File: config.mk
export PLATFORM = sky130hd
export DESIGN_NAME = ipu_int_scheduler_flat
export DESIGN_NICKNAME = d
export VERILOG_FILES = /design/src/rtl/ipu_int_pkg.sv /design/src/rtl/ipu_int_scheduler_if.sv /design/src/rtl/ipu_int_fifo.sv /design/src/rtl/ipu_int_scheduler.sv /design/src/flat_wrapper.sv
export SDC_FILE = /design/constraint.sdc
export NUM_CORES = 1
export LEC_CHECK = 0
export ABC_CLOCK_PERIOD_IN_PS = 3000
export CELL_PAD_IN_SITES_DETAIL_PLACEMENT = 0
export CELL_PAD_IN_SITES_GLOBAL_PLACEMENT = 1
export CORE_ASPECT_RATIO = 0.7
export CORE_MARGIN = 2
export CORE_UTILIZATION = 41
export CTS_BUF_LIST = sky130_fd_sc_hd__clkbuf_16
export CTS_CLUSTER_SIZE = 14
export DETAILED_ROUTE_END_ITERATION = 7
export PLACE_DENSITY = 0.69
export SETUP_SLACK_MARGIN = 0.15
export SKIP_LAST_GASP = 1
export SLEW_MARGIN = 5
export SYNTH_ARGS = -nofsm -noshare
export SYNTH_HDL_FRONTEND = slang
export SYNTH_HIERARCHICAL = 1
export SYNTH_SLANG_ARGS = --single-unit
File: constraint.sdc
create_clock -name PCLK -period 3 [get_ports PCLK]
set_input_delay 0.6 -clock PCLK [delete_from_list [all_inputs] [get_ports PCLK]]
set_output_delay 0.6 -clock PCLK [all_outputs]
set_load 0.1 [all_outputs]
File: src/rtl/ipu_int_pkg.sv
// Shared constants and the event record for the IPU interrupt scheduler.
// Register offsets are byte addresses; only bits [4:2] are decoded.
package ipu_int_pkg;

    localparam int FIFO_DEPTH_DEF = 4;
    localparam int EVT_W          = 22;

    localparam logic [15:0] OFS_CTRL   = 16'h0000;
    localparam logic [15:0] OFS_MASK   = 16'h0004;
    localparam logic [15:0] OFS_STATUS = 16'h0008;
    localparam logic [15:0] OFS_EVENT  = 16'h000C;
    localparam logic [15:0] OFS_OVFCLR = 16'h0010;

    localparam logic [1:0] SRC_NMI   = 2'd0;
    localparam logic [1:0] SRC_FAULT = 2'd1;
    localparam logic [1:0] SRC_INT   = 2'd2;
    localparam logic [1:0] SRC_CORE  = 2'd3;

    typedef struct packed {
        logic [1:0]  src;
        logic [3:0]  info;
        logic [15:0] ts;
    } evt_t;

endpackage

File: src/rtl/ipu_int_scheduler_if.sv
// APB slave bus of the interrupt scheduler, bundled for module ports.
// PRDATA is the only slave-driven signal.
interface ipu_int_scheduler_if;
    logic        PSEL;
    logic        PENABLE;
    logic        PWRITE;
    logic [15:0] PADDR;
    logic [31:0] PWDATA;
    logic [31:0] PRDATA;

    modport master (output PSEL, PENABLE, PWRITE, PADDR, PWDATA, input PRDATA);
    modport slave  (input PSEL, PENABLE, PWRITE, PADDR, PWDATA, output PRDATA);
endinterface

File: src/rtl/ipu_int_fifo.sv
// Event queue: synchronous FIFO with combinational head.
// Latency 1 cycle push-to-visible; push is accepted when full only with a same-cycle pop.
module ipu_int_fifo #(
    parameter  int DEPTH = 4,
    parameter  int W     = 22,
    localparam int AW    = $clog2(DEPTH),
    localparam int CW    = $clog2(DEPTH + 1)
) (
    input  logic          clk,
    input  logic          rst_n,
    input  logic          i_push,
    input  logic [W-1:0]  i_push_dat,
    input  logic          i_pop,
    output logic [W-1:0]  o_head_dat,
    output logic [CW-1:0] o_count,
    output logic          o_full,
    output logic          o_empty
);
    logic [W-1:0]  r_mem [DEPTH];
    logic [AW-1:0] r_wptr, r_rptr;
    logic [CW-1:0] r_cnt;
    logic          w_do_push, w_do_pop;

    assign o_full     = (r_cnt == CW'(DEPTH));
    assign o_empty    = (r_cnt == '0);
    assign w_do_pop   = i_pop & ~o_empty;
    assign w_do_push  = i_push & (~o_full | w_do_pop);
    assign o_head_dat = r_mem[r_rptr];
    assign o_count    = r_cnt;

    always_ff @(posedge clk) begin
        if (w_do_push) r_mem[r_wptr] <= i_push_dat;
    end

    always_ff @(posedge clk or negedge rst_n) begin
        if (!rst_n) begin
            r_wptr <= '0;
            r_rptr <= '0;
            r_cnt  <= '0;
        end else begin
            if (w_do_push) r_wptr <= r_wptr + AW'(1);
            if (w_do_pop)  r_rptr <= r_rptr + AW'(1);
            case ({w_do_push, w_do_pop})
                2'b10:   r_cnt <= r_cnt + CW'(1);
                2'b01:   r_cnt <= r_cnt - CW'(1);
                default: r_cnt <= r_cnt;
            endcase
        end
    end
endmodule

File: src/rtl/ipu_int_scheduler.sv
// Four-source interrupt scheduler: edge/level detect, fixed-priority grant into an event FIFO, APB access.
// Grant 1 cycle after detection, IRQ 1 cycle after push; sources stay pending while the FIFO is full.
module ipu_int_scheduler
    import ipu_int_pkg::*;
#(
    parameter int FIFO_DEPTH = FIFO_DEPTH_DEF
) (
    input  logic               PCLK,
    input  logic               PRESETn,
    ipu_int_scheduler_if.slave apb,
    input  logic [3:0]         MCU2IPU_CoreOnline,
    input  logic               MCU2IPU_NMI,
    input  logic               MCU2IPU_FaultInt,
    input  logic               MCU2IPU_IntValid,
    input  logic [3:0]         MCU2IPU_IntInfo,
    output logic               IPU_IRQ
);
    localparam int CW = $clog2(FIFO_DEPTH + 1);
    localparam logic [2:0] IDX_CTRL   = OFS_CTRL[4:2];
    localparam logic [2:0] IDX_MASK   = OFS_MASK[4:2];
    localparam logic [2:0] IDX_STATUS = OFS_STATUS[4:2];
    localparam logic [2:0] IDX_EVENT  = OFS_EVENT[4:2];
    localparam logic [2:0] IDX_OVFCLR = OFS_OVFCLR[4:2];

    logic            r_en, r_ovf, r_irq, r_pop_ok, r_nmi_d, r_flt_d;
    logic [3:1]      r_mask;
    logic [3:0]      r_pend, r_core_d;
    logic [3:0][3:0] r_info;
    logic [15:0]     r_ts;
    logic [31:0]     r_prdata;

    logic            w_setup, w_access, w_wr, w_pop, w_push, w_new_ovf, w_full, w_empty;
    logic [2:0]      w_idx;
    logic [3:0]      w_fell, w_det, w_gnt;
    logic [3:0][3:0] w_new_info;
    logic [1:0]      w_gnt_src;
    logic [CW-1:0]   w_cnt;
    logic [31:0]     w_rdata;
    evt_t            w_push_evt, w_head;
    logic            w_unused;

    assign w_setup  = apb.PSEL & ~apb.PENABLE;
    assign w_access = apb.PSEL & apb.PENABLE;
    assign w_idx    = apb.PADDR[4:2];
    assign w_wr     = w_access & apb.PWRITE;
    // r_pop_ok remembers that the setup phase returned a real event, so an empty read never pops.
    assign w_pop    = w_access & ~apb.PWRITE & (w_idx == IDX_EVENT) & r_pop_ok;
    assign w_unused = ^{apb.PADDR[15:5], apb.PADDR[1:0], apb.PWDATA[31:4]};

    assign w_fell     = r_core_d & ~MCU2IPU_CoreOnline;
    assign w_det[0]   = r_en & MCU2IPU_NMI & ~r_nmi_d;
    assign w_det[1]   = r_en & ~r_mask[1] & MCU2IPU_FaultInt & ~r_flt_d;
    assign w_det[2]   = r_en & ~r_mask[2] & MCU2IPU_IntValid;
    assign w_det[3]   = r_en & ~r_mask[3] & (|w_fell);
    assign w_new_info = {w_fell, MCU2IPU_IntInfo, 4'h0, 4'h0};

    always_comb begin
        w_gnt     = '0;
        w_gnt_src = '0;
        if (~w_full | w_pop) begin
            for (int i = 3; i >= 0; i--) begin
                if (r_pend[i]) begin
                    w_gnt     = 4'(1 << i);
                    w_gnt_src = 2'(i);
                end
            end
        end
    end

    assign w_push     = |w_gnt;
    assign w_push_evt = '{src: w_gnt_src, info: r_info[w_gnt_src], ts: r_ts};
    assign w_new_ovf  = |(w_det & r_pend & ~w_gnt);

    ipu_int_fifo #(.DEPTH(FIFO_DEPTH), .W(EVT_W)) u_fifo (
        .clk        (PCLK),
        .rst_n      (PRESETn),
        .i_push     (w_push),
        .i_push_dat (w_push_evt),
        .i_pop      (w_pop),
        .o_head_dat (w_head),
        .o_count    (w_cnt),
        .o_full     (w_full),
        .o_empty    (w_empty)
    );

    always_comb begin
        w_rdata = '0;
        case (w_idx)
            IDX_CTRL:   w_rdata[0]   = r_en;
            IDX_MASK:   w_rdata[3:1] = r_mask;
            IDX_STATUS: begin
                w_rdata[2:0]  = 3'(w_cnt);
                w_rdata[3]    = w_full;
                w_rdata[4]    = w_empty;
                w_rdata[11:8] = r_pend;
                w_rdata[16]   = r_ovf;
            end
            IDX_EVENT:  if (!w_empty) w_rdata = {w_head.ts, 8'h00, w_head.info, 2'b00, w_head.src};
            default:    w_rdata = '0;
        endcase
    end

    always_ff @(posedge PCLK or negedge PRESETn) begin
        if (!PRESETn) begin
            r_en     <= 1'b0;
            r_mask   <= '0;
            r_pend   <= '0;
            r_info   <= '0;
            r_ovf    <= 1'b0;
            r_ts     <= '0;
            r_nmi_d  <= 1'b0;
            r_flt_d  <= 1'b0;
            r_core_d <= 4'hF;
            r_prdata <= '0;
            r_pop_ok <= 1'b0;
            r_irq    <= 1'b0;
        end else begin
            r_ts     <= r_ts + 16'd1;
            r_nmi_d  <= MCU2IPU_NMI;
            r_flt_d  <= MCU2IPU_FaultInt;
            r_core_d <= MCU2IPU_CoreOnline;
            r_irq    <= (w_cnt != '0) & r_en;
            for (int i = 0; i < 4; i++) begin
                if (w_det[i]) begin
                    r_pend[i] <= 1'b1;
                    r_info[i] <= w_new_info[i];
                end else if (w_gnt[i]) begin
                    r_pend[i] <= 1'b0;
                end
            end
            if (w_setup && !apb.PWRITE) begin
                r_prdata <= w_rdata;
                r_pop_ok <= (w_idx == IDX_EVENT) & ~w_empty;
            end else if (w_access) begin
                r_pop_ok <= 1'b0;
            end
            if (w_wr && w_idx == IDX_CTRL) r_en   <= apb.PWDATA[0];
            if (w_wr && w_idx == IDX_MASK) r_mask <= apb.PWDATA[3:1];
            // A fresh overflow wins over a simultaneous clear.
            if (w_new_ovf) r_ovf <= 1'b1;
            else if (w_wr && w_idx == IDX_OVFCLR && apb.PWDATA[0]) r_ovf <= 1'b0;
        end
    end

    assign apb.PRDATA = r_prdata;
    assign IPU_IRQ    = r_irq;
endmodule
File: src/flat_wrapper.sv
// flat-port wrapper written by rule: the top's interface ports become plain ports
module ipu_int_scheduler_flat import ipu_int_pkg::*;
#(
    parameter int FIFO_DEPTH = FIFO_DEPTH_DEF
)
  (PCLK, PRESETn, MCU2IPU_CoreOnline, MCU2IPU_NMI, MCU2IPU_FaultInt, MCU2IPU_IntValid, MCU2IPU_IntInfo, IPU_IRQ, apb_PSEL, apb_PENABLE, apb_PWRITE, apb_PADDR, apb_PWDATA, apb_PRDATA);
  ipu_int_scheduler_if apb_i ();
  input  logic PCLK;
  input  logic PRESETn;
  input  logic [3:0] MCU2IPU_CoreOnline;
  input  logic MCU2IPU_NMI;
  input  logic MCU2IPU_FaultInt;
  input  logic MCU2IPU_IntValid;
  input  logic [3:0] MCU2IPU_IntInfo;
  output logic IPU_IRQ;
  input wire logic [$bits(apb_i.PSEL)-1:0] apb_PSEL;
  input wire logic [$bits(apb_i.PENABLE)-1:0] apb_PENABLE;
  input wire logic [$bits(apb_i.PWRITE)-1:0] apb_PWRITE;
  input wire logic [$bits(apb_i.PADDR)-1:0] apb_PADDR;
  input wire logic [$bits(apb_i.PWDATA)-1:0] apb_PWDATA;
  output wire logic [$bits(apb_i.PRDATA)-1:0] apb_PRDATA;
  assign apb_i.PSEL = apb_PSEL;
  assign apb_i.PENABLE = apb_PENABLE;
  assign apb_i.PWRITE = apb_PWRITE;
  assign apb_i.PADDR = apb_PADDR;
  assign apb_i.PWDATA = apb_PWDATA;
  assign apb_PRDATA = apb_i.PRDATA;
  ipu_int_scheduler #(.FIFO_DEPTH(FIFO_DEPTH)) u_core (.PCLK(PCLK), .PRESETn(PRESETn), .apb(apb_i), .MCU2IPU_CoreOnline(MCU2IPU_CoreOnline), .MCU2IPU_NMI(MCU2IPU_NMI), .MCU2IPU_FaultInt(MCU2IPU_FaultInt), .MCU2IPU_IntValid(MCU2IPU_IntValid), .MCU2IPU_IntInfo(MCU2IPU_IntInfo), .IPU_IRQ(IPU_IRQ));
endmodule
### Word-level counts from Yosys, hierarchy flattened

Memory sizes are Yosys's and may differ from the RTL's.
Cells that the tools add are included.

| operators by class | value |
|---|---|
| add/subtract/negate cells | 5 |
| $lt $le $gt $ge | 1 |
| eq/ne operators | 7 |
| muxes and demuxes | 36 |
| bitwise operators | 35 |
| reduce and logical (&&, ||, !) cells | 19 |

Operator list:

| kind | count |
|---|---|
| $mux 32 | 1 |
| $mux 4 | 7 |
| $and 1x1->1 | 19 |
| $add 16x1->16 const B | 1 |
| $mux 15 | 1 |
| $mux 1 | 14 |
| $reduce_bool 2->1 | 7 |
| $and 4x4->4 | 3 |
| $reduce_or 4->1 | 3 |
| $mux 2 | 5 |
| $not 1->1 | 9 |
| $pmux 3 s3 | 1 |
| $bmux 4 s2 | 1 |
| $not 4->4 | 2 |
| $pmux 4 s2 | 1 |
| $eq 3x2->1 const B | 2 |
| $eq 3x3->1 const B | 2 |
| $logic_not 3->1 | 2 |
| $pmux 3 s2 | 1 |
| $logic_and 1x1->1 | 5 |
| $add 2x1->2 const B | 2 |
| $pmux 1 s2 | 2 |
| $add 3x1->3 const B | 1 |
| $eq 3x1->1 const B | 1 |
| other kinds (9) | 10 |

| word-level totals | value |
|---|---|
| bits in registers | 80 |
| memory bits (writable) | 88 |
| input bits | 64 |
| output and inout port bits | 33 |
| memories kept | 1 |

Memory list:

| memory | depth | bits a word | rd ports | clocked after memory_dff | wr ports | line | text |
|---|---|---|---|---|---|---|---|
| u_core.u_fifo.r_mem | 4 | 22 | 1 | 0 | 1 | ipu_int_fifo.sv:19 | `logic [W-1:0] r_mem [DEPTH];` |

### Logic depth before layout (Yosys ltp)

| depth | value |
|---|---|
| word-level depth | 10 |
| mapped depth | 12 |

### Cells and area by module

Netlist, hierarchy kept.

By module, submodules not included:

| module | times used | cells each | area each (sq um) | sequential area each (sq um) |
|---|---|---|---|---|
| ipu_int_fifo | 1 | 153 | 3,602.2 | 2,817.7 |
| ipu_int_scheduler | 1 | 285 | 3,080.5 | 1,731.7 |

### Worst setup path before layout

No wires, ideal clock.

| timing path | value |
|---|---|
| path type | input to register |
| from | input port apb_PADDR[4] |
| to | register u_core.u_fifo.r_cnt[2] (netlist: u_core/u_fifo/o_count[2]) |
| setup time | 79 ps |
| data arrival time | 2,373 ps |
| data required time | 2,921 ps |
| slack | 548 ps |
| stages | 12 |
| buffers on the path | 1 |
| cell sequence | buf_2 -> nand3b_4 -> o21a_1 -> a21oi_1 -> o21a_4 -> inv_1 -> ha_1 -> inv_1 -> fa_1 -> xor2_1 -> nor2_1 -> xor2_1 |

| between the ends | value |
|---|---|
| word-level cells in the longest chain between the ends | 9 |

RTL lines:

| what | line | text |
|---|---|---|
| from (decl) | flat_wrapper.sv:19 | `input wire logic [$bits(apb_i.PADDR)-1:0] apb_PADDR;` |
| $eq 3x2->1 * | ipu_int_scheduler.sv:47 | `assign w_pop = w_access & ~apb.PWRITE & (w_idx == IDX_EVENT) & r_pop_ok;` |
| $and 1x1->1 * (2 in a row) | ipu_int_scheduler.sv:47 |  |
| $or 1x1->1 * | ipu_int_scheduler.sv:60 | `if (~w_full \| w_pop) begin` |
| $mux 4 * | ipu_int_scheduler.sv:60 |  |
| $reduce_or 4->1 * | ipu_int_scheduler.sv:70 | `assign w_push = \|w_gnt;` |
| named net u_core.w_push | ipu_int_scheduler.sv:32 | `logic w_setup, w_access, w_wr, w_pop, w_push, w_new_ovf, w_full, w_empty;` |
| $and 1x1->1 * | ipu_int_fifo.sv:27 | `assign w_do_push = i_push & (~o_full \| w_do_pop);` |
| $eq 2x1->1 / $eq 2x2->1 (equally long branches) | ipu_int_fifo.sv:43 | `case ({w_do_push, w_do_pop})` |
| $pmux 3 s2 / $reduce_bool 2->1 (equally long branches) | -- |  |
| to (signal assigned) | ipu_int_fifo.sv:44 | `2'b10: r_cnt <= r_cnt + CW'(1);` |
| to (signal assigned) | ipu_int_fifo.sv:45 | `2'b01: r_cnt <= r_cnt - CW'(1);` |
| to (signal assigned) | ipu_int_fifo.sv:46 | `default: r_cnt <= r_cnt;` |
| to (decl) | ipu_int_fifo.sv:21 | `logic [CW-1:0] r_cnt;` |

Mark *: on every way through the listed nets, which the timed path passes. The rest lies on a longest branch.
A chain may end at the register's enable or synchronous reset.

### Worst setup path in the final report

| timing path | value |
|---|---|
| from | register u_core.u_fifo.r_cnt[0] (netlist: u_core/u_fifo/o_count[0]) |
| to | register u_core.u_fifo.r_cnt[2] (netlist: u_core/u_fifo/o_count[2]) |

| between the ends | value |
|---|---|
| word-level cells in the longest chain between the ends | 8 |

RTL lines:

| what | line | text |
|---|---|---|
| $eq 3x3->1 * | ipu_int_fifo.sv:24 | `assign o_full = (r_cnt == CW'(DEPTH));` |
| named net u_core.w_full | ipu_int_scheduler.sv:32 |  |
| $not 1->1 * | ipu_int_scheduler.sv:60 |  |
| $or 1x1->1 * | ipu_int_scheduler.sv:60 |  |
| $mux 4 * | ipu_int_scheduler.sv:60 |  |
| $reduce_or 4->1 * | ipu_int_scheduler.sv:70 |  |
| named net u_core.w_push | ipu_int_scheduler.sv:32 |  |
| $and 1x1->1 * | ipu_int_fifo.sv:27 |  |
| $eq 2x1->1 / $eq 2x2->1 (equally long branches) | ipu_int_fifo.sv:43 |  |
| $pmux 3 s2 / $reduce_bool 2->1 (equally long branches) | -- |  |

Marked as above.

==> summary.md <==
| Metric | Value |
|---|---|
| # Post-CTS Setup Buffers | `0` |
| Net Sw Frac | `a little over a quarter` |
| Iter 0 DRT Violations | `~200` |
| Sequential area share after synthesis | `between 60% and 70%` |
| Dpl cell area | `0.007466 mm²` |
| Ranking of synthesized cells by area | `edfxtp_1 (40%), dfrtp_1 (27%), mux4_2 (7.4%)` |
| Via density | `between 4 and 5` |
| EDFF count, synth | `just under 90` |
| Clk pwr share | `between 30 and 40%` |
| Comb pwr share | `approximately a fifth` |
| Initial Util | `41.37%` |
| Flop pwr share | `between 40 and 50%` |
| First-pass GRT wire length | `roughly 21 mm` |
| Design area | `a little over 0.008 mm²` |
| Maxcap violations | `0` |
| GRT overflow | `0` |
| Mapped Area | `0.006683 mm²` |
| Post-detail-place hpwl | `about 8.3 mm` |
| Resize count post-CTS | `0` |
| Initial antenna violation count | `0` |
| Switching power | `approximately 1900 µW` |
| Power per cell area | `835.5 mW/mm²` |
| FF-to-FF Start | `u_core/u_fifo/o_count[0]$_DFFE_PN0P_` |
| Via count | `approximately 3,700` |
| Fmax achieved | `around 0.40 GHz` |
| Clk sinks | `164` |
| CP Data Arrival Time | `approximately 2.9 ns` |
| Synth Instances | `438` |
| Crit path time final | `between 2 and 3 ns` |
| CTS tree | `done` |
| Final Wtd Congestion | `0.7505` |
| Syn avg cell area | `15.26 µm²` |
| Root buf cell | `clkbuf_16` |
| Routed len/inst | `roughly 17 µm` |
| Setup Crit Path Kind | `reg -> reg` |
| Internal power | `roughly 5000 µW` |
| Clock Latency Late Sink | `roughly 0.42 ns` |
| Cell row count | `39` |
| RSZ-0062 raised after global routing | `no` |
| H-tree lvl count | `4` |
| Synth top area share | `about two fifths` |
| 1st-pass router iterations | `4` |
| Largest net degree at the start of global routing | `77` |
| Die Width | `156.6 µm` |
| I/O Buffers | `51` |
| Vias in the first global route | `about 3,800` |
| DRC Markers | `0` |
| Chip height | `110.8 µm` |
| Synth Flop Type | `edfxtp_1` |
| Final Power | `slightly below 7000 µW` |
| Cell taking the most area after synthesis | `edfxtp_1` |
| IO Pins | `97` |
| Setup_tns | `0 ns` |
| Most frequent cells in the layout | `edfxtp_1 (88), dfrtp_1 (72), nand2_1 (49), buf_4 (44)` |
| Max clock buf depth | `2` |
| LEAKAGE | `~0.0032 µW` |
| Slew @ Worst Pin | `~1 ns` |
| Hold Path Class | `in -> async` |
| Final count of hold timing violations | `0` |
| Setup Skew | `between 0.01 and 0.015 ns` |
| Final Setup Violations | `0` |
| Period utilisation layout | `between 80% and 90%` |
| Synth cell types | `61` |
| Core Area | `around 0.016 mm²` |
| Antenna Violating Nets Remaining | `0` |
| Clock Pin Slew Worst Setup and Hold Paths | `0.06 ns` |
| Fin nets | `about 580` |
| Asr flop ratio synth | `46.34%` |
| Crit path to | `u_core/u_fifo/o_count[2]$_DFFE_PN0P_` |
| YS warnings | `6` |
| Rel. slew slack | `33.54%` |
| Inserted Diodes | `0` |
| Reg2reg end | `u_core/u_fifo/o_count[2]$_DFFE_PN0P_` |
| R2R depth | `12` |
| Critical path launch point type | `flip-flop` |
| Worst vdd ir | `about 0.47 mV` |
| R2R Setup Slk | `roughly 0.48 ns` |
| Required time worst endpoint | `between 3 and 4 ns` |
| #FFs+latches synth | `164` |
| Max Transition Viols Final | `0` |
| Crit-path max FO | `7` |
| Total wire length | `12.62 mm` |
| CTS Buf Count | `17` |
| Area grow syn2layout | `22.00%` |
| GRT Resource Usage Total | `between 10% and 20%` |
| Die ar. | `0.01735 mm²` |
| Worst Setup End Kind | `flip-flop` |
| Leading cell type in the layout, fill and taps excluded | `edfxtp_1` |
| Worst setup path start | `u_core/u_fifo/o_count[0]$_DFFE_PN0P_` |
| Status | `finished, final reports clean` |
| Layout cells sized above 1 | `24.66%` |
| Hold Buf Count CTS | `0` |
## routing by layer
| metal | part of all wire [%] | track usage [%] | vias to the layer above |
|---|---|---|---|
| met5 | 0 | 0 | - |
| met4 | 1.1 | 5.688 | 0 |
| met3 | 3.2 | 3.831 | 9 |
| met2 | 45 | 23.32 | 60 |
| met1 | 51 | 23.99 | 1898 |
| li1 | - | - | 1737 |
## power by group through the flow
stage,logic (µW),clock network (µW),registers (µW)
2_1_floorplan,682,0,3240
3_3_place_gp,1320,0,3030
3_5_place_dp,1340,0,3060
4_1_cts,1340,2540,3020
5_1_grt,1440,2630,3060
6_report,1320,2480,3010
## flip-flops by register name, summed over array words and instances, names as in the netlist, 2 cells and up
name / cells
u_core/u_fifo/o_count: 3
u_core/r_pend: 4
u_core/u_fifo/r_rptr: 2
u_core/r_core_d: 4
u_core/r_info: 8
u_core/u_fifo/r_wptr: 2
u_core/apb.PRDATA: 28
u_core/u_fifo/r_mem: 88
u_core/r_ts: 16
u_core/r_mask: 3
## cells by family (layout without fill, tap and decap cells)
kind of cell	after synthesis	after routing	synth area share, %
AOI/OAI and AO/OA	60	60	6.235
xor gates and xnor gates	20	20	2.621
adders and majority gates	7	7	1.423
buffers and inverters	33	111	2.546
DFF	164	164	68.08
muxes	33	33	9.287
other	1	4	0.05612
and+or+nand+nor	120	120	9.755
## Yosys cell counts, types with 8 or more instances
library cell / number
inv_1: 10
a22oi_1: 8
nand2b_1: 11
o21ai_0: 22
edfxtp_1: 88
mux4_2: 22
dfrtp_1: 72
nor2_1: 16
xor2_1: 8
nand2_1: 49
xnor2_1: 12
mux2_2: 8
nand3_1: 8
buf_4: 8
## critical path, cell delays in order, from the launching register on
cell	delay (ns)
dfrtp_1	0.46
or3b_1	0.44
inv_1	0.14
o21a_1	0.17
a21oi_1	0.06
o21a_4	0.13
inv_1	0.05
ha_1	0.17
inv_1	0.06
fa_1	0.37
xor2_1	0.15
nor2_1	0.12
xor2_1	0.14
## layout make-up
cell class                      count  area, µm²
Clock buffer                       17      425.4
Clock inverter                     15      261.5
Fill cell                        1364       7999
Inverter                           10      37.54
Multi-Input combinational cell    244       1977
Sequential cell                   164       4549
Tap cell                          225      281.5
Timing Repair Buffer               69      620.6
## metrics by stage
stage               setup WS [ns]  util [%]  hold WS [ns]  cells
global route               0.2739     50.48        0.4284    744
global placement           0.1245     46.22        0.4642    712
floorplan                  0.5482         -        0.3044    441
detailed placement         0.1039     46.22        0.4717    712
CTS                        0.4733     50.48        0.3938    744
finish                     0.4777     50.48        0.3402    744
## how the worst min path moves through the flow
| stage | startpoint | end | slack, ns |
|---|---|---|---|
| after floorplan | PRESETn | u_core/IPU_IRQ$_DFF_PN0_ | 0.30 |
| after global placement | u_core/apb.PRDATA[6]$_DFFE_PN0P_ | u_core/apb.PRDATA[6]$_DFFE_PN0P_ | 0.46 |
| after detailed placement | u_core/apb.PRDATA[1]$_DFFE_PN0P_ | u_core/apb.PRDATA[1]$_DFFE_PN0P_ | 0.47 |
| after CTS | PRESETn | u_core/u_fifo/r_wptr[0]$_DFFE_PN0P_ | 0.39 |
| after global routing | PRESETn | u_core/apb.PRDATA[30]$_DFFE_PN0P_ | 0.43 |
| final | PRESETn | u_core/apb.PRDATA[30]$_DFFE_PN0P_ | 0.34 |
(Power assumes the default switching activity.)
==> edit 1: new RTL, config.mk and constraints unchanged <==
Change the package constant `FIFO_DEPTH_DEF` from 4 to 8.
--- a/src/rtl/ipu_int_pkg.sv
+++ b/src/rtl/ipu_int_pkg.sv
@@ -4,3 +4,3 @@
 
-    localparam int FIFO_DEPTH_DEF = 4;
+    localparam int FIFO_DEPTH_DEF = 8;
     localparam int EVT_W          = 22;
Check against the original RTL: not equivalent (a bounded check fails within 10 cycles, from zero or initial values and one cycle with PRESETn low).
==> edit 1 against the unedited design <==
- design area is 52% higher
- first-iteration DRC count is 68% higher
- setup slack worse by 0.19 ns
- power is 35% higher
- clock power is 21% higher
- via count is 46% higher
- synthesized area is 55% higher
- sequential cell count is 91 higher
- routed wire length is 66% higher
- critical path type unchanged
- largest power group unchanged
- highest routed layer unchanged
==> edit 1: results (changes against the unedited design) <==
** Status
- Outcome :: completed

** Yosys
- The count of distinct cell types in the synthesized netlist is 57 (-6.6%).
- The adder and majority gate portion of the synthesized area was 0.007977 (-0.006253).
- Ranking of synthesized cells by area :: edfxtp_1 (51%), dfrtp_1 (18%), mux4_1 (8.4%)
- Count of mapped cells out of synthesis :: 564 (+29%)
- Commonest cells in the netlist :: edfxtp_1 (176), dfrtp_1 (75), mux4_1 (33), mux2_2 (32), a22o_1 (27)
- Post-synthesis async set-or-reset flop share :: 0.3098 (-0.1536)
- The xor-xnor portion of the synthesized cell area was 0.01777 (-0.008446).
- The count of flip-flops with a built-in enable after synthesis was 176 (+100%).
- The share of synthesized area occupied by flip-flops and latches is 0.7020 (+0.02119).
- The mux share of post-synthesis cell area is 0.1507 (+0.05785).
- Synthesized-area fraction occupied by ao, oa, aoi and oai cells :: 0.04762 (-0.01473)

** Detailed routing
- Wire length per cell :: 20.57 um (+21%)
- Routed wl met2 :: 9842 um (+75%)
- The via density per instance was 5.314 (+6.7%).
- DRT iter0 DRCs :: 329 (+68%)
- The routed length on met3 was 769 um (+92%).
- The length of routed wiring on met1 was 9930 um (+54%).

** Finish
- Max FFs per register :: 176 (+100%)
- The fraction of final layout cells sized beyond drive strength 1 was 0.2663 (+0.01965).
- Final net count :: 740 (+28%)
- The number of standard cells in the final layout excluding fillers came to 1,016 (+37%).

** Power and ir drop
- Portion of total power attributed to sequential cells :: 0.490 (+0.048)
- The total power is 9.194 mW (+35%).
- The part of the power in combinational logic was 0.184 (-0.010).
- The cell-internal power was 6.638 mW (+34%).
- The static leakage was 4.716 nW (+47%).
- The maximum vdd drop was 481.8 uV (+1.8%).

** Placement
- Post-place setup slack :: -0.1208 ns (-0.2247 ns)
- Number of cells in the design after placement :: 966 (+36%)
- DP Wirelength :: 13,180 um (+59%)
- Global placement routability congestion :: 0.7657 (+2.0%)

** Global route
- The pin count of the biggest net entering global routing is 44 (-43%).
- The global-route track usage on met2 was 0.2627 (+0.02951).
- Met1 GRT Util :: 0.2299 (-0.009995)
- Global-route wire length before repair :: 32,490 um (+56%)
- The number of global-route vias before repair was 5,594 (+46%).
- The overall track demand over capacity in global routing came to 0.1600 (-0.001490).
- The met3 usage in global routing is 0.02464 (-0.01367).

** Timing
- The transition at the pin with the smallest max-transition slack is 0.6848 ns (-0.3121 ns).
- The final setup skew is 0.01631 ns (+0.005145 ns).

** Critical path
- The critical path arrival was 3.18 ns (+0.31 ns).
- On the critical path, the stage with the largest delay is an instance of or3_1.
- The largest driver fanout on the critical path came to 5 (-2).
- In this run the worst setup path begins at u_core/u_fifo/o_count[1]$_DFFE_PN0P_.
- Max incr delay on CP :: 0.44 ns (-0.02 ns)

** CTS
- The clock latency on the worst-skew pair is 0.53 ns (+0.11 ns).
- The clock buffer count from CTS is 27 (+10).
- The maximum buffer depth of the clock tree came to 3 (+1).
- H-Tree Depth :: 1 (-3)
## edit 1: cell types whose count changed in the layout (fill, tap and decap cells not counted), moves of 10 or more
| cell | before | now |
|---|---|---|
| edfxtp_1 | 88 | 176 |
| mux4_1 | 0 | 33 |
| nand2_1 | 49 | 23 |
| buf_4 | 44 | 69 |
| mux2_2 | 8 | 32 |
| a22o_1 | 4 | 27 |
| mux4_2 | 22 | 11 |
| clkbuf_16 | 17 | 27 |
## edit 1: logic make-up after synthesis
family	after synthesis
buffers and inverters	36
AO/OA/AOI/OAI	63
multiplexers	84
XOR/XNOR	21
other	1
flip-flops	255
AND/OR/NAND/NOR	98
adder cells (fa/ha/maj)	6
## edit 1: final timing paths
path	endpoint	slack [ns]	depth (start not counted)
setup / recovery	u_core/u_fifo/o_count[3]$_DFFE_PN0P_	0.28	11
hold / removal	u_core/apb.PRDATA[2]$_DFFE_PN0P_	0.11	1
setup reg to reg	u_core/u_fifo/o_count[3]$_DFFE_PN0P_	0.28	11
hold reg to reg	u_core/r_info[13]$_DFFE_PN0P_	0.49	2
max in group asynchronous	u_core/r_core_d[0]$_DFF_PN1_	2.20	2
min in group PCLK	u_core/r_core_d[1]$_DFF_PN1_	0.49	1
## edit 1: through the flow
| step | setup TNS, ns | utilization |
|---|---|---|
| floorplan | -37.13 | - |
| global placement | -0.1078 | 0.4677 |
| detailed placement | -1.078 | 0.4677 |
| CTS | 0 | 0.5002 |
| global route | 0 | 0.5002 |
| finish | 0 | 0.5002 |
## edit 1: layout make-up
type,count,area (sq um)
clock buffers,27,675.6
clock inverters,23,127.6
fillers,2021,12370
inverters,11,41.29
multi-input cells,276,2948
flip-flops and latches,255,7268
well taps,325,406.6
repair buffers,99,908.4
==> edit 2: new RTL, same settings <==
Without the edit above. Reset style: synchronous (`PRESETn` and `rst_n`), changed in 2 clocked blocks.
--- a/src/rtl/ipu_int_fifo.sv
+++ b/src/rtl/ipu_int_fifo.sv
@@ -34,3 +34,3 @@
 
-    always_ff @(posedge clk or negedge rst_n) begin
+    always_ff @(posedge clk) begin
         if (!rst_n) begin
--- a/src/rtl/ipu_int_scheduler.sv
+++ b/src/rtl/ipu_int_scheduler.sv
@@ -102,3 +102,3 @@
 
-    always_ff @(posedge PCLK or negedge PRESETn) begin
+    always_ff @(posedge PCLK) begin
         if (!PRESETn) begin
Behaviour: differs if PRESETn is asserted again (counterexample within 4 cycles, from zero or initial values and one cycle with PRESETn low); with PRESETn held inactive, the same outputs for 4 cycles.
==> edit 2 against the unedited design <==
- setup slack gained 0.087 ns
- critical path type is now in -> reg
- routed wire length grew 13%
- sequential cell count grew 2
- highest routed layer unchanged
- non-clock buffer count grew 5
- critical path depth shrank 2
- synthesized area shrank 0.79%
- design area shrank 2.6%
Power is not compared: it rests on default switching activity, and its combinational part moved more than twofold at a synthesized area within 25%.
==> edit 2: results (changes against the unedited design) <==
** Finish
- The number of nets in the finished design came to 654 (+13%).
- Counting flops per register, the top entry is u_core/u_fifo/r_mem.
- Post-layout instance count excluding filler cells :: 797 (+7.1%)

** Critical path
- Worst-path maximum fanout :: 5 (-2)
- Start point of the critical path :: apb_PSEL
- The critical path ends at u_core/u_fifo/o_count[2]$_SDFFE_PN0P_.
- The slowest stage of the critical path belongs to the cell clkdlybuf4s50_1.
- On the critical path the largest part of the delay comes from buffers and inverters.
- Worst Path Arrival :: 2.79 ns (-0.08 ns)
- Capture instance of the worst register-to-register path :: u_core/u_fifo/r_mem[0][15]$_DFFE_PP_
- The worst register-to-register path begins at u_core/u_fifo/o_count[0]$_SDFFE_PN0P_.
- Reg2Reg Setup Slack :: 0.63 ns (+0.15 ns)
- Max incr delay on CP :: 0.55 ns (+0.09 ns)

** Detailed routing
- The via density per instance was 5.304 (+6.5%).
- The initial detailed-routing violation count was 336 (+71%).
- The number of optimization iterations in the first detailed-route pass was 5 (+1).

** Power and ir drop
- In this run the static leakage power is between 2 and 3 nW.
- Comb group :: 143 uW

** Global route
- The number of global-route vias before repair is 4,074 (+6.3%).
- The met3 usage in global routing is 0.04457 (+0.006255).
- The global-route track usage on met2 was 0.2661 (+0.03293).
- The met1 track demand over resource in global routing came to 0.2460 (+0.006171).
- The overall track demand over capacity in global routing was 0.1742 (+0.01276).
- Maximum number of pins on one net before global-route repair :: 55 (-29%)
- Global-route wire length before repair :: 21,940 um (+5.2%)

** Placement
- The cell area reported after detailed placement was 7420 sq um (-0.62%).
- The HPWL after detailed placement was 9069 um (+9.4%).
- Global placement routability congestion :: 0.7460 (-0.60%)

** Yosys
- Sequential cell area fraction in the yosys report :: 0.6341 (-0.04669)
- Ranking of synthesized cells by area :: edfxtp_1 (40%), dfxtp_1 (24%), mux4_2 (7.5%)
- The async set or reset register ratio after synthesis is 0 (-0.4634).
- The count of distinct cell types in the synthesized netlist was 64 (+4.9%).
- Count of mapped cells out of synthesis :: 518 (+18%)

** Timing
- The worst-case headroom to the max-slew limit was 0.5533 (+0.2179).

** Status
- The run finished with clean final reports.

** Hold path
- In this run the worst hold path is classified as reg -> reg.
==> edit 2: cell count changes after synthesis, sizes merged, moves of 8 or more <==
cell    before  now
dfxtp        0   78
dfrtp       72    0
a21oi        4   43
nor2        17   40
nand3        8   26
o21ai       24   11
clkbuf       5   14
mux2         9    0
xnor2       12    3
nand2       49   41
==> edit 2: metrics by stage <==
step           total power, mW  hold WS, ns  setup WS (ns)
4_1_cts                  4.540       0.4513         0.5917
3_5_place_dp             2.584       0.4441         0.1454
3_3_place_gp             2.582       0.4392         0.1718
2_1_floorplan            2.521       0.4319         0.3470
6_report                 4.495       0.4513         0.5644
5_1_grt                  4.643       0.4652         0.3304
==> edit 2: worst min-delay path by stage <==
stage | from | slack (ns) | to
4_1_cts | u_core/r_info[15]$_SDFFE_PN0P_ | 0.45 | u_core/r_info[15]$_SDFFE_PN0P_
2_1_floorplan | u_core/r_info[14]$_SDFFE_PN0P_ | 0.43 | u_core/r_info[14]$_SDFFE_PN0P_
3_5_place_dp | u_core/r_info[15]$_SDFFE_PN0P_ | 0.44 | u_core/r_info[15]$_SDFFE_PN0P_
3_3_place_gp | u_core/apb.PRDATA[1]$_SDFFE_PN0P_ | 0.44 | u_core/apb.PRDATA[1]$_SDFFE_PN0P_
5_1_grt | u_core/apb.PRDATA[3]$_SDFFE_PN0P_ | 0.47 | u_core/apb.PRDATA[3]$_SDFFE_PN0P_
6_report | u_core/apb.PRDATA[2]$_SDFFE_PN0P_ | 0.45 | u_core/apb.PRDATA[2]$_SDFFE_PN0P_
==> edit 2: cell type report <==
| class | count | area (sq um) |
|---|---|---|
| fillers | 1346 | 7699 |
| clock buffers | 17 | 425.4 |
| multi-input cells | 310 | 2236 |
| repair buffers | 74 | 673.1 |
| well taps | 200 | 250.2 |
| inverters | 15 | 56.30 |
| flip-flops and latches | 166 | 4204 |
| clock inverters | 15 | 98.84 |
==> edit 2: worst reg2reg max path, stage by stage (launching register included) <==
cell and delay [ns]:
dfxtp_1 0.58, nor2_2 0.13, and2_1 0.23, o21a_1 0.13, a21oi_1 0.18, inv_1 0.12, a31oi_4 0.26, and2_1 0.22
buf_12 0.20
==> edit 2: logic make-up after synthesis <==
logic type | share of synthesized area
AO/OA/AOI/OAI | 0.08323
XOR/XNOR | 0.01849
adder cells (fa/ha/maj) | 0.01246
buffers and inverters | 0.03114
flip-flops | 0.6341
multiplexers | 0.08681
other | 0.0005656
AND/OR/NAND/NOR | 0.1332
==> edit 2: per-layer routing <==
metal,routed length (um),share of wire
met3,773,0.054
met2,6271,0.44
met1,7122,0.50
met4,88,0.0062
met5,0,0
